**config.mk**
```make
export PLATFORM = sky130hd
export DESIGN_NAME = alu_bus_sequencer
export DESIGN_NICKNAME = d
export VERILOG_FILES = /design/src/rtl/alu_bus_sequencer.sv
export SDC_FILE = /design/constraint.sdc
export NUM_CORES = 1
export LEC_CHECK = 0
export ABC_AREA = 1
export BUFFER_PORTS_ARGS = -buffer_cell sky130_fd_sc_hd__clkbuf_2
export CELL_PAD_IN_SITES_DETAIL_PLACEMENT = 1
export CELL_PAD_IN_SITES_GLOBAL_PLACEMENT = 1
export CORE_MARGIN = 5
export CORE_UTILIZATION = 41
export CTS_CLUSTER_DIAMETER = 150
export DETAILED_ROUTE_END_ITERATION = 12
export GPL_TIMING_DRIVEN = 0
export PLACE_DENSITY = 0.95
export SETUP_SLACK_MARGIN = 0.15
export SKIP_LAST_GASP = 1
export SYNTH_ARGS = -nofsm -noshare
export SYNTH_HDL_FRONTEND = slang
export SYNTH_SLANG_ARGS = --single-unit
```
**constraint.sdc**
```tcl
create_clock -name clk -period 3.6 [get_ports clk]
set_clock_uncertainty 0.1 [all_clocks]
set_input_delay 0 -clock clk [delete_from_list [all_inputs] [get_ports clk]]
set_output_delay 0 -clock clk [all_outputs]
set_load 0.01 [all_outputs]
```
**src/rtl/alu_bus_sequencer.sv**
```systemverilog
// ---------------------------------------------------------------------------
// alu_bus_sequencer
//
// Front-end sequencer for the ALU control unit. It accepts one operation
// request and pulses alu_begin for a single cycle. While the control unit
// runs, it supplies operands on inbus in response to the load strobes and
// captures outbus on the push strobes. When alu_end arrives, it returns the
// assembled result on the response port. If alu_end never arrives, a
// watchdog pulses alu_reset and reports a timeout.
//
// Parameters
//   W               datapath / register width
//   TIMEOUT_CYCLES  maximum cycles spent in RUN before the operation aborts
//
// Ports
//   clk, reset_input           clock, synchronous active-high reset
//   req_valid/req_ready        request handshake
//   req_op, req_x, req_y       op (00 add, 01 sub, 10 mul, 11 div), operands
//   rsp_valid/rsp_ready        response handshake
//   rsp_result, rsp_error      result, error (00 ok, 01 timeout, 10 div-by-0)
//   alu_begin, alu_op_code     start pulse and op code to the control unit
//   alu_reset                  reset to the control unit
//   inbus                      operand bus to the control unit
//   load_a/load_q/load_m       operand load strobes from the control unit
//   push_a/push_q, outbus      result push strobes and result bus
//   alu_end                    completion from the control unit
//   dbg_state                  current FSM state (debug observation)
//
// Optional feature
//   ALU_SEQ_DIVZERO_CHECK_EN   when defined, a div request with req_y == 0
//                              never starts the ALU. It is answered one cycle
//                              after the handshake with error 10 and result 0.
//
// Handshake rule (both ports): a transfer happens on a rising edge where
// valid and ready are both high. Once valid is raised, it and its payload
// stay stable until that transfer.
// ---------------------------------------------------------------------------
module alu_bus_sequencer #(
    parameter int W              = 8,
    parameter int TIMEOUT_CYCLES = 64
) (
    input  logic           clk,
    input  logic           reset_input,
    input  logic           req_valid,
    output logic           req_ready,
    input  logic [1:0]     req_op,
    input  logic [2*W-1:0] req_x,
    input  logic [W-1:0]   req_y,
    output logic           rsp_valid,
    input  logic           rsp_ready,
    output logic [2*W-1:0] rsp_result,
    output logic [1:0]     rsp_error,
    output logic           alu_begin,
    output logic [1:0]     alu_op_code,
    output logic           alu_reset,
    output logic [W-1:0]   inbus,
    input  logic           load_a,
    input  logic           load_q,
    input  logic           load_m,
    input  logic           push_a,
    input  logic           push_q,
    input  logic [W-1:0]   outbus,
    input  logic           alu_end,
    output logic [2:0]     dbg_state
);

    typedef enum logic [2:0] {
        S_IDLE  = 3'd0,
        S_ISSUE = 3'd1,
        S_RUN   = 3'd2,
        S_ABORT = 3'd3,
        S_RESP  = 3'd4
    } state_t;

    localparam logic [1:0] OP_MUL      = 2'b10;
    localparam logic [1:0] OP_DIV      = 2'b11;
    localparam logic [1:0] ERR_OK      = 2'b00;
    localparam logic [1:0] ERR_TIMEOUT = 2'b01;
    localparam logic [1:0] ERR_DIVZERO = 2'b10;

    localparam int               CNT_W    = (TIMEOUT_CYCLES > 2) ? $clog2(TIMEOUT_CYCLES) : 1;
    localparam logic [CNT_W-1:0] CNT_LAST = CNT_W'(TIMEOUT_CYCLES - 1);

    state_t           state;
    logic [1:0]       op_r;
    logic [2*W-1:0]   x_r;
    logic [W-1:0]     y_r;
    logic [W-1:0]     cap_a;
    logic [W-1:0]     cap_q;
    logic [CNT_W-1:0] cnt;
    logic             abort_r;

    logic             div_by_zero;
    logic             drive_phase;
    logic [W-1:0]     cap_a_nxt;
    logic [W-1:0]     cap_q_nxt;
    logic [2*W-1:0]   result_nxt;

`ifdef ALU_SEQ_DIVZERO_CHECK_EN
    assign div_by_zero = (req_op == OP_DIV) && (req_y == '0);
`else
    assign div_by_zero = 1'b0;
`endif

    // req_ready must drop the moment reset is asserted, so it is decoded
    // from the state register and gated with reset rather than registered.
    assign req_ready   = (state == S_IDLE) && !reset_input;
    assign alu_reset   = reset_input || abort_r;
    assign alu_op_code = op_r;
    assign dbg_state   = state;
    assign drive_phase = (state == S_ISSUE) || (state == S_RUN);

    // Captures that land on the same edge as alu_end still belong to this
    // result, so assembly uses the post-push values.
    assign cap_a_nxt = (state == S_RUN && push_a) ? outbus : cap_a;
    assign cap_q_nxt = (state == S_RUN && push_q) ? outbus : cap_q;

    always_comb begin
        result_nxt = '0;
        if (op_r == OP_MUL || op_r == OP_DIV) begin
            result_nxt = {cap_a_nxt, cap_q_nxt};
        end else begin
            result_nxt = {{W{1'b0}}, cap_a_nxt};
        end
    end

    // Operand mux: A takes the dividend's upper half for div, the low half
    // otherwise. Priority is a > q > m.
    always_comb begin
        inbus = '0;
        if (drive_phase) begin
            if (load_a) begin
                inbus = (op_r == OP_DIV) ? x_r[2*W-1:W] : x_r[W-1:0];
            end else if (load_q) begin
                inbus = x_r[W-1:0];
            end else if (load_m) begin
                inbus = y_r;
            end
        end
    end

    always_ff @(posedge clk) begin
        if (reset_input) begin
            state      <= S_IDLE;
            op_r       <= '0;
            x_r        <= '0;
            y_r        <= '0;
            cap_a      <= '0;
            cap_q      <= '0;
            cnt        <= '0;
            abort_r    <= 1'b0;
            alu_begin  <= 1'b0;
            rsp_valid  <= 1'b0;
            rsp_result <= '0;
            rsp_error  <= '0;
        end else begin
            alu_begin <= 1'b0;
            abort_r   <= 1'b0;
            case (state)
                S_IDLE: begin
                    if (req_valid && req_ready) begin
                        op_r  <= req_op;
                        x_r   <= req_x;
                        y_r   <= req_y;
                        cap_a <= '0;
                        cap_q <= '0;
                        cnt   <= '0;
                        if (div_by_zero) begin
                            state      <= S_RESP;
                            rsp_valid  <= 1'b1;
                            rsp_result <= '0;
                            rsp_error  <= ERR_DIVZERO;
                        end else begin
                            state     <= S_ISSUE;
                            alu_begin <= 1'b1;
                        end
                    end
                end
                S_ISSUE: begin
                    state <= S_RUN;
                end
                S_RUN: begin
                    cap_a <= cap_a_nxt;
                    cap_q <= cap_q_nxt;
                    // alu_end wins over a simultaneous timeout expiry.
                    if (alu_end) begin
                        state      <= S_RESP;
                        rsp_valid  <= 1'b1;
                        rsp_result <= result_nxt;
                        rsp_error  <= ERR_OK;
                    end else if (cnt == CNT_LAST) begin
                        state   <= S_ABORT;
                        abort_r <= 1'b1;
                    end else begin
                        cnt <= cnt + 1'b1;
                    end
                end
                S_ABORT: begin
                    state      <= S_RESP;
                    rsp_valid  <= 1'b1;
                    rsp_result <= '0;
                    rsp_error  <= ERR_TIMEOUT;
                end
                S_RESP: begin
                    if (rsp_ready) begin
                        state      <= S_IDLE;
                        rsp_valid  <= 1'b0;
                        rsp_result <= '0;
                        rsp_error  <= '0;
                    end
                end
                default: begin
                    state <= S_IDLE;
                end
            endcase
        end
    end

endmodule

```
# Word level (Yosys, flattened, before mapping)
# Cells that the tools add are included.
dict set report op_classes {
  add_sub_neg 1
  eq_ne 13
  muxes 31
  n_bitwise 2
  reduce_logical 18
}
# operator count
set op_table {}
lappend op_table {{8-bit two-way mux} 8}
lappend op_table {{16-bit two-way mux} 3}
lappend op_table {{16-bit case mux with 3 select lines} 1}
lappend op_table {{8-bit case mux with 2 select lines} 2}
lappend op_table {{6-bit two-way mux} 3}
lappend op_table {{3-bit case mux with 5 select lines} 1}
lappend op_table {{3-bit two-way mux} 4}
lappend op_table {{6-bit case mux with 2 select lines} 1}
lappend op_table {{2-bit inequality test, second input constant} 4}
lappend op_table {{6-bit by 1-bit adder with 6-bit output, second input constant} 1}
lappend op_table {{3-bit by 2-bit equality test with 1-bit output, second input constant} 2}
lappend op_table {{6-bit equality test, second input constant} 1}
lappend op_table {{2-bit case mux with 3 select lines} 1}
lappend op_table {{3-bit AND reduction} 2}
lappend op_table {{2-bit equality test, second input constant} 2}
lappend op_table {{1-bit logical AND} 4}
lappend op_table {{1-bit two-way mux} 4}
lappend op_table {{2-bit two-way mux} 2}
lappend op_table {{2-bit AND reduction} 2}
lappend op_table {{4-bit AND reduction} 1}
lappend op_table {{3-bit by 1-bit equality test with 1-bit output, second input constant} 1}
lappend op_table {{3-bit equality test, second input constant} 1}
lappend op_table {{3-bit zero test} 1}
lappend op_table {{1-bit logical OR} 3}
lappend op_table {{other kinds (9)} 10}
dict set report totals {
  regBits 72
  in_bits 44
  output_inout_bits 35
  wordCells 77
}

# Logic depth before layout (Yosys ltp)
# Gate-level depths: netlist of run 1.
dict set report depth {
  word_depth 6
  ltp_mapped 9
  ltp_nobuf 9
}

# Least setup slack after synthesis of run 1
# OpenSTA, ideal clock, no wires.
dict set report synth_path {
  path_kind {reg-to-reg}
  from {reg op_r[1], in the netlist alu_op_code[1]}
  to {reg rsp_result[10]}
  setup_ns 0.070
  t_arrival_ns 1.347
  required_ns 3.430
  slack_ns 2.083
  path_stages_with_launch 6
  n_path_buf 1
  period_less_slack_ns 1.517
  path_cell_list {dfxtp_1 > buf_4 > clkinv_1 > nor3_2 > nand2_1 > a21oi_2}
}
dict set report synth_via {
  elab_chain_cells 5
  elab_cells_between_ends 6
  classes_between {eq/ne: 2; mux: 3; reduce/logical: 1}
}
# item line
set synth_lines {}
lappend synth_lines {{from (decl)} 85} ;# logic [1:0] op_r;
lappend synth_lines {{from (signal assigned)} 162} ;# op_r <= req_op;
lappend synth_lines {{2-bit equality test} 120} ;# if (op_r == OP_MUL || op_r == OP_DIV) begin
lappend synth_lines {{1-bit logical OR (*)} 120}
lappend synth_lines {{16-bit two-way mux (*)} 120}
lappend synth_lines {{16-bit two-way mux (*)} 186} ;# if (alu_end) begin
lappend synth_lines {{16-bit case mux with 3 select lines (*)} 159} ;# case (state)
lappend synth_lines {{to (signal assigned)} 189} ;# rsp_result <= result_nxt;
lappend synth_lines {{to (decl)} 51} ;# output logic [2*W-1:0] rsp_result,
# Every way passes the cells marked *; elsewhere a longest branch is shown, timed or not. The select of a mux whose other input is x is not followed.
# A chain may end at the register's enable or synchronous reset.

# Worst setup path in the final report of run 1
dict set report layout_path {
  from {reg cnt[1]}
  to {reg state[0], in the netlist dbg_state[0]}
}
dict set report layout_via {
  elab_chain_cells 3
}
# item line
set layout_lines {}
lappend layout_lines {{from (decl)} 90} ;# logic [CNT_W-1:0] cnt;
lappend layout_lines {{from (signal assigned)} 195} ;# cnt <= cnt + 1'b1;
lappend layout_lines {{6-bit equality test} 191} ;# end else if (cnt == CNT_LAST) begin
lappend layout_lines {{3-bit by 2-bit inequality test with 1-bit output (no line)} n/a}
lappend layout_lines {{3-bit AND reduction (no line)} n/a}
lappend layout_lines {{to (signal assigned)} 187} ;# state <= S_RESP;
lappend layout_lines {{to (signal assigned)} 192} ;# state <= S_ABORT;
lappend layout_lines {{to (signal assigned)} 199} ;# state <= S_RESP;
lappend layout_lines {{to (decl)} 84} ;# state_t state;
# Every way passes these cells.

==> reports/results.tsv, run 1 <==
metric	value	unit
total track usage	27.0	%
cells on worst reg2reg path	8	
drc violations	0	
final cell count without fillers	695	
HP Class	in2reg	
Switching Share	38.0	%
Yosys reg bits	71	
core box area	8090	um2
CP max FO	4	
post_cts resized	0	
Util after Layout	55.0	%
worst slew pin tran	0.648	ns
later-pin clock latency in the skew report	0.35	ns
Cells after Synth	463	
pre-CTS setup slack	1.77	ns
Area contributors post-synth	dfxtp_1 (42%), nand2_1 (14%), a21oi_1 (8.8%), nand3_1 (7.5%), o21ai_0 (4.8%)	
number of synthesized flops with an enable pin	0	
area leader, netlist	dfxtp_1	
Async SR Flop Fraction	0	%
Finished Cell Area	4450	um2
H-tree depth	3	
1st-iter DRT viols	187	
sequential fraction of the synthesis area	42.5	%
crit path launch type	flop	
Sink Count	71	
I/O pin total	79	
Internal	1.57	mW
Crit Path Category	reg2reg	
Mapped Area	3340	um2
Worst R2R Setup Slack	1.41	ns
Synth Area in Compound Gates	18.7	%
Die Y	100	um
largest family of logic cells by synthesized area	simple AND/OR/NAND/NOR gates	
global-route wire length before repair	21.1	mm
CP cell instances	ha_1, nand3_1, nor2_1, nand2_1, nand2_1, nand3_1, nor3_1, dlygate4sd3_1	
top post-synthesis cells by count	nand2_1 (122), dfxtp_1 (71), a21oi_1 (59)	
GPL Wtd Cong	0.843	
ys flop type	dfxtp_1	
ANT nets after route	0	
port buffer count	74	
clock-pin slew on the worst setup and hold paths	0.08	ns
worst vdd ir	0.299	mV
Final Hold Fails	0	
sequential share of power	36.9	%
chip width	100	um
xor/xnor share of the synthesized area	0	%
setup TNS	0	ns
critical-path cell with the highest stage delay	dlygate4sd3_1	
initial antenna violation count	0	
final setup vio count	0	
Clk network pwr share	29.8	%
CP max stage delay	0.57	ns
total of warnings raised by yosys	0	
critical path arrival	2.39	ns
Max-slew headroom	56.8	%
Synth Area in Simple Gates	30.7	%
largest net degree at the start of global routing	13	
Distinct cells, synth	32	
vias per cell	5.53	
Post-Synth Adder-Cell Area	0.374	%
Detailed Place HPWL	8.06	mm
Sw Pwr	0.958	mW
post-synth top area share	42.5	%
Slew Viols, Final	0	
top-count cell post-synth	nand2_1	
fraction of layout cells with a size suffix above 1	23.7	%
Longest Clk Path Bufs	2	
cell leakage power	1.91	nW
fmax	457	MHz
RSZ-0062 raised after global routing	no	
period utilization	60.8	%
Area growth syn-to-layout	33.0	%
Setup WS post-layout	1.41	ns
Nets	630	
max-cap violations	0	
Mapped Avg Cell Area	7.22	um2
full die area	10100	um2
Synth Net Count	508	
vias in the first global route	4142	
area post-placement	3850	um2
routed vias	3846	
Initial Util	41.3	%
CTS tree	yes	
Hold Path Depth	5	
diode count	0	
cts bufs inserted	9	
combinational share of power	33.2	%
DR pass1 iterations	4	
Hold WS	0.0453	ns
grt ovf	0	
average wire per standard cell	19.0	um
total power	2.52	mW
pwr dens	568	nW/um2
Inst Count DP	642	
Clock Root Buffer	clkbuf_8	
status	finished clean	
post-synthesis mux area share	0	%
Critical Path Sink Type	flop	
Rows	33	
critical path data required time	3.80	ns
minimum clock period	2.19	ns
final WL	13.2	mm
## power groups by stage
| stage | logic (mW) | clock network [mW] | registers [mW] |
|---|---|---|---|
| 2_1_floorplan | 0.503 | 0 | 0.939 |
| 3_3_place_gp | 0.718 | 0 | 0.940 |
| 3_5_place_dp | 0.750 | 0 | 0.944 |
| 4_1_cts | 0.799 | 0.750 | 0.926 |
| 5_1_grt | 0.912 | 0.793 | 0.937 |
| 6_report | 0.839 | 0.753 | 0.933 |
## registers in the layout, summed over array words and instances, names as in the netlist
signal and count:
rsp_result 16, x_r 16, cap_a 8, cap_q 8, y_r 8, cnt 6, dbg_state 3, alu_op_code 2
abort_r 1, alu_begin 1, rsp_error 1, rsp_valid 1
## critical path: cells and delay by family, from the launching register on
kind                     cells  cell delay [ns]
adder cells (fa/ha/maj)      1             0.23
AND/OR/NAND/NOR              6             0.85
buffers and inverters        1             0.57
flip-flops                   1             0.39
## final cells by class
class	instances	area (um2)
flip-flops and latches	71	1420
fillers	1039	3640
clock inverters	5	80.1
clock buffers	11	151
plain buffers	26	134
well taps	105	131
multi-input cells	334	1670
inverters	32	120
repair buffers	111	741
## kinds of logic after synthesis
family | count (synthesis)
AND/OR/NAND/NOR | 221
AO/OA/AOI/OAI | 111
flip-flops | 71
buffers and inverters | 58
adder cells (fa/ha/maj) | 1
other | 1
## layer usage
layer	part of all wire [%]	vias to the layer above	track usage [%]
met5	0	-	0
met4	4.8	0	14.8
met3	5.3	57	5.42
met2	53	151	49.4
met1	37	1847	28.8
li1	-	1791	-
## timing repair
action | 4_1_cts | 5_1_grt
setup buffers | 0 | 0
endpoints found under the hold margin | 47 | 0
hold buffers | 37 | 0
## cells in the final DEF (no fill, tap or decap), types with 3 or more instances in the layout
cell / instances
nand4_1: 8
buf_2: 4
dlygate4sd3_1: 37
nand2_1: 122
inv_2: 4
nand2_2: 13
nand3_1: 50
clkbuf_2: 74
clkbuf_8: 11
nand3_2: 3
a21oi_1: 59
a31oi_1: 3
buf_4: 4
o211ai_1: 5
inv_1: 27
nor2_2: 4
o21ai_0: 32
dfxtp_1: 71
nor3_1: 6
clkbuf_1: 15
nor2_1: 8
a21oi_2: 10
## path summary, 6_finish.rpt
check             from            to
min reg2reg     y_r[0]        y_r[0]
min          outbus[6]      cap_a[6]
max reg2reg     cnt[1]  dbg_state[0]
max             cnt[1]  dbg_state[0]
Power figures use the tool's default switching activity.
==> run 2: changes to the inputs <==
- ABC_AREA: 1 -> 0
- CORE_UTILIZATION: 41 -> 35
- PLACE_DENSITY: 0.95 -> 0.86
- clock period: 3.6 -> 1.9 ns (I/O delays scaled with it)
==> reports/results.tsv, run 2 <==
metric	value	unit
Critical Path Sink Type	output port	
Clock Root Buffer	clkbuf_8	
FF+latch area	1430	um2
sequential fraction of the synthesis area	45.4	%
Longest Clk Path Bufs	2	
largest net degree at the start of global routing	14	
I/O pin total	79	
critical-path cell with the highest stage delay	dfxtp_4	
status	finished clean	
max-cap violations	0	
DR pass1 iterations	4	
core box area	8720	um2
Async SR Flop Fraction	0	%
Detailed Place HPWL	7.11	mm
grt ovf	0	
Worst R2R Setup Slack	0.10	ns
clock-pin slew on the worst setup and hold paths	0.09	ns
R2R Path End	x_r[15]	
area leader, netlist	dfxtp_1	
number of synthesized flops with an enable pin	0	
critical path arrival	1.76	ns
commonest non-fill, non-tap cell in the layout	nand2_1	
top-count cell post-synth	nand2_1	
RSZ-0062 raised after global routing	yes	
top post-synthesis cells by count	nand2_1 (100), dfxtp_1 (71), o21ai_0 (44)	
drc violations	0	
post-synth top area share	45.4	%
vias per cell	5.42	
total of warnings raised by yosys	0	
worst hold start	reset_input	
cells on worst reg2reg path	6	
final WL	12.5	mm
Area growth syn-to-layout	48.0	%
final setup vio count	0	
Sink Count	71	
Hold Path Depth	3	
fmax	537	MHz
GPL Wtd Cong	0.839	
later-pin clock latency in the skew report	0.35	ns
Multi-input gate area	1780	um2
vias in the first global route	3612	
Hold WS	0.0211	ns
H-tree depth	3	
Mapped Avg Cell Area	8.15	um2
routed vias	3430	
CTS tree	yes	
fraction of layout cells with a size suffix above 1	31.3	%
reg2reg start	dbg_state[0]	
port buffer count	75	
full die area	10900	um2
Slew Viols, Final	0	
family with the most delay on the worst path	compound AO/OA/AOI/OAI gates	
Yosys reg bits	71	
average wire per standard cell	19.7	um
HP Class	in2reg	
total track usage	20.3	%
CP cell instances	buf_6, nand2b_4, a21o_4, a311oi_2, buf_2	
setup TNS	0	ns
Inst Count DP	567	
Top Registers	rsp_result: 16 flops, x_r: 16 flops	
cell leakage power	1.77	nW
Final Hold Fails	0	
Synth Net Count	429	
Area contributors post-synth	dfxtp_1 (45%), nand2_1 (12%), o21ai_0 (7.0%), mux2i_1 (5.8%), a22oi_1 (4.3%)	
worst slew pin tran	0.578	ns
total power	3.41	mW
Mapped Area	3130	um2
Max-slew headroom	61.4	%
ANT nets after route	0	
CP max stage delay	0.39	ns
chip width	105	um
Initial Util	35.9	%
minimum clock period	1.86	ns
Distinct cells, synth	44	
period utilization	98.0	%
filler instances	1036	
1st-iter DRT viols	131	
Worst Hold Endpoint	dbg_state[1]	
Crit Path Category	reg2out	
initial antenna violation count	1	
worst vdd ir	0.389	mV
critical path data required time	1.80	ns
Cells after Synth	384	
pwr dens	736	nW/um2
commonest cells after routing, fill and taps aside	nand2_1 (99), clkbuf_2 (70), dfxtp_1 (65)	
crit path launch type	flop	
CP max FO	10	
Nets	564	
Rows	34	
WP buf/inv	2	
global-route wire length before repair	18.1	mm
final cell count without fillers	633	
ys flop type	dfxtp_1	
cts bufs inserted	9	
Die Y	105	um
## run 2: changes by cell type after synthesis, sizes merged, moves of 16 or more
cell	previous run	this run
nand2	137	100
mux2i	0	18
a22oi	0	18
inv	31	3
nor2	13	29
nand3	53	13
a21oi	69	4
## run 2: power by group
group | total (mW) | switching [mW] | internal, mW
Clock | 1.26 | 0.647 | 0.609
Sequential | 1.60 | 0.0520 | 1.55
Combinational | 0.552 | 0.304 | 0.247
## run 2: layout make-up
class,count,share of cell area (%)
tap,108,2.92
clock buffer,9,2.68
clock inverter,7,1.60
antenna,1,0.0541
timing repair buffer,124,18.5
buffer,28,4.46
multi-input combinational,282,38.5
inverter,3,0.243
sequential,71,31.0
## run 2: cell families after synthesis
group / share of synthesized area (%)
simple gates: 24.7
compound gates: 18.7
flops: 45.4
buf+inv: 4.56
mux: 5.76
fa+ha+maj: 0.400
other cells: 0.120
xor+xnor: 0.280
## run 2: what timing repair did
action	in CTS	in global routing
endpoints found under the hold margin	62	0
endpoints found under the setup margin	72	73
resized for setup	12	82
buffers inserted	5	7
pin swaps	1	17
hold buffers	37	0
## run 2: through the flow
step                worst slack [ns]  area (um2)  util (%)
floorplan                      0.206        3130         -
global placement             -0.0724        3640      41.7
detailed placement            -0.174        3640      41.7
CTS                          -0.0719        4300      49.4
global route                 -0.0237        4630      53.1
finish                        0.0373        4630      53.1
## run 2: worst max-delay path by stage
stage / start / endpoint / slack, ns / cells past startpoint
2_1_floorplan: dbg_state[2] / rsp_result[6] / 0.21 / 6
3_3_place_gp: dbg_state[1] / rsp_result[7] / -0.07 / 6
3_5_place_dp: dbg_state[1] / rsp_result[6] / -0.17 / 6
4_1_cts: dbg_state[2] / cap_a[4] / -0.07 / 5
5_1_grt: dbg_state[1] / inbus[6] / -0.02 / 5
6_report: dbg_state[1] / inbus[1] / 0.04 / 5
## run 2: metal layers
metal	share of wire (%)	up-vias	routed length, um	track usage [%]
met1	40	1685	4970	23.3
met4	3.1	0	385	8.70
met2	53	98	6650	36.6
li1	-	1619	-	-
met5	0	-	0	0
met3	3.6	28	454	4.01
## run 2: worst reg2reg max path, stage by stage (launching register included)
cell and delay [ns]:
dfxtp_4 0.39, nor4b_4 0.38, and2_4 0.22, clkbuf_4 0.22
buf_6 0.17, nand2_1 0.07, o21ai_0 0.14
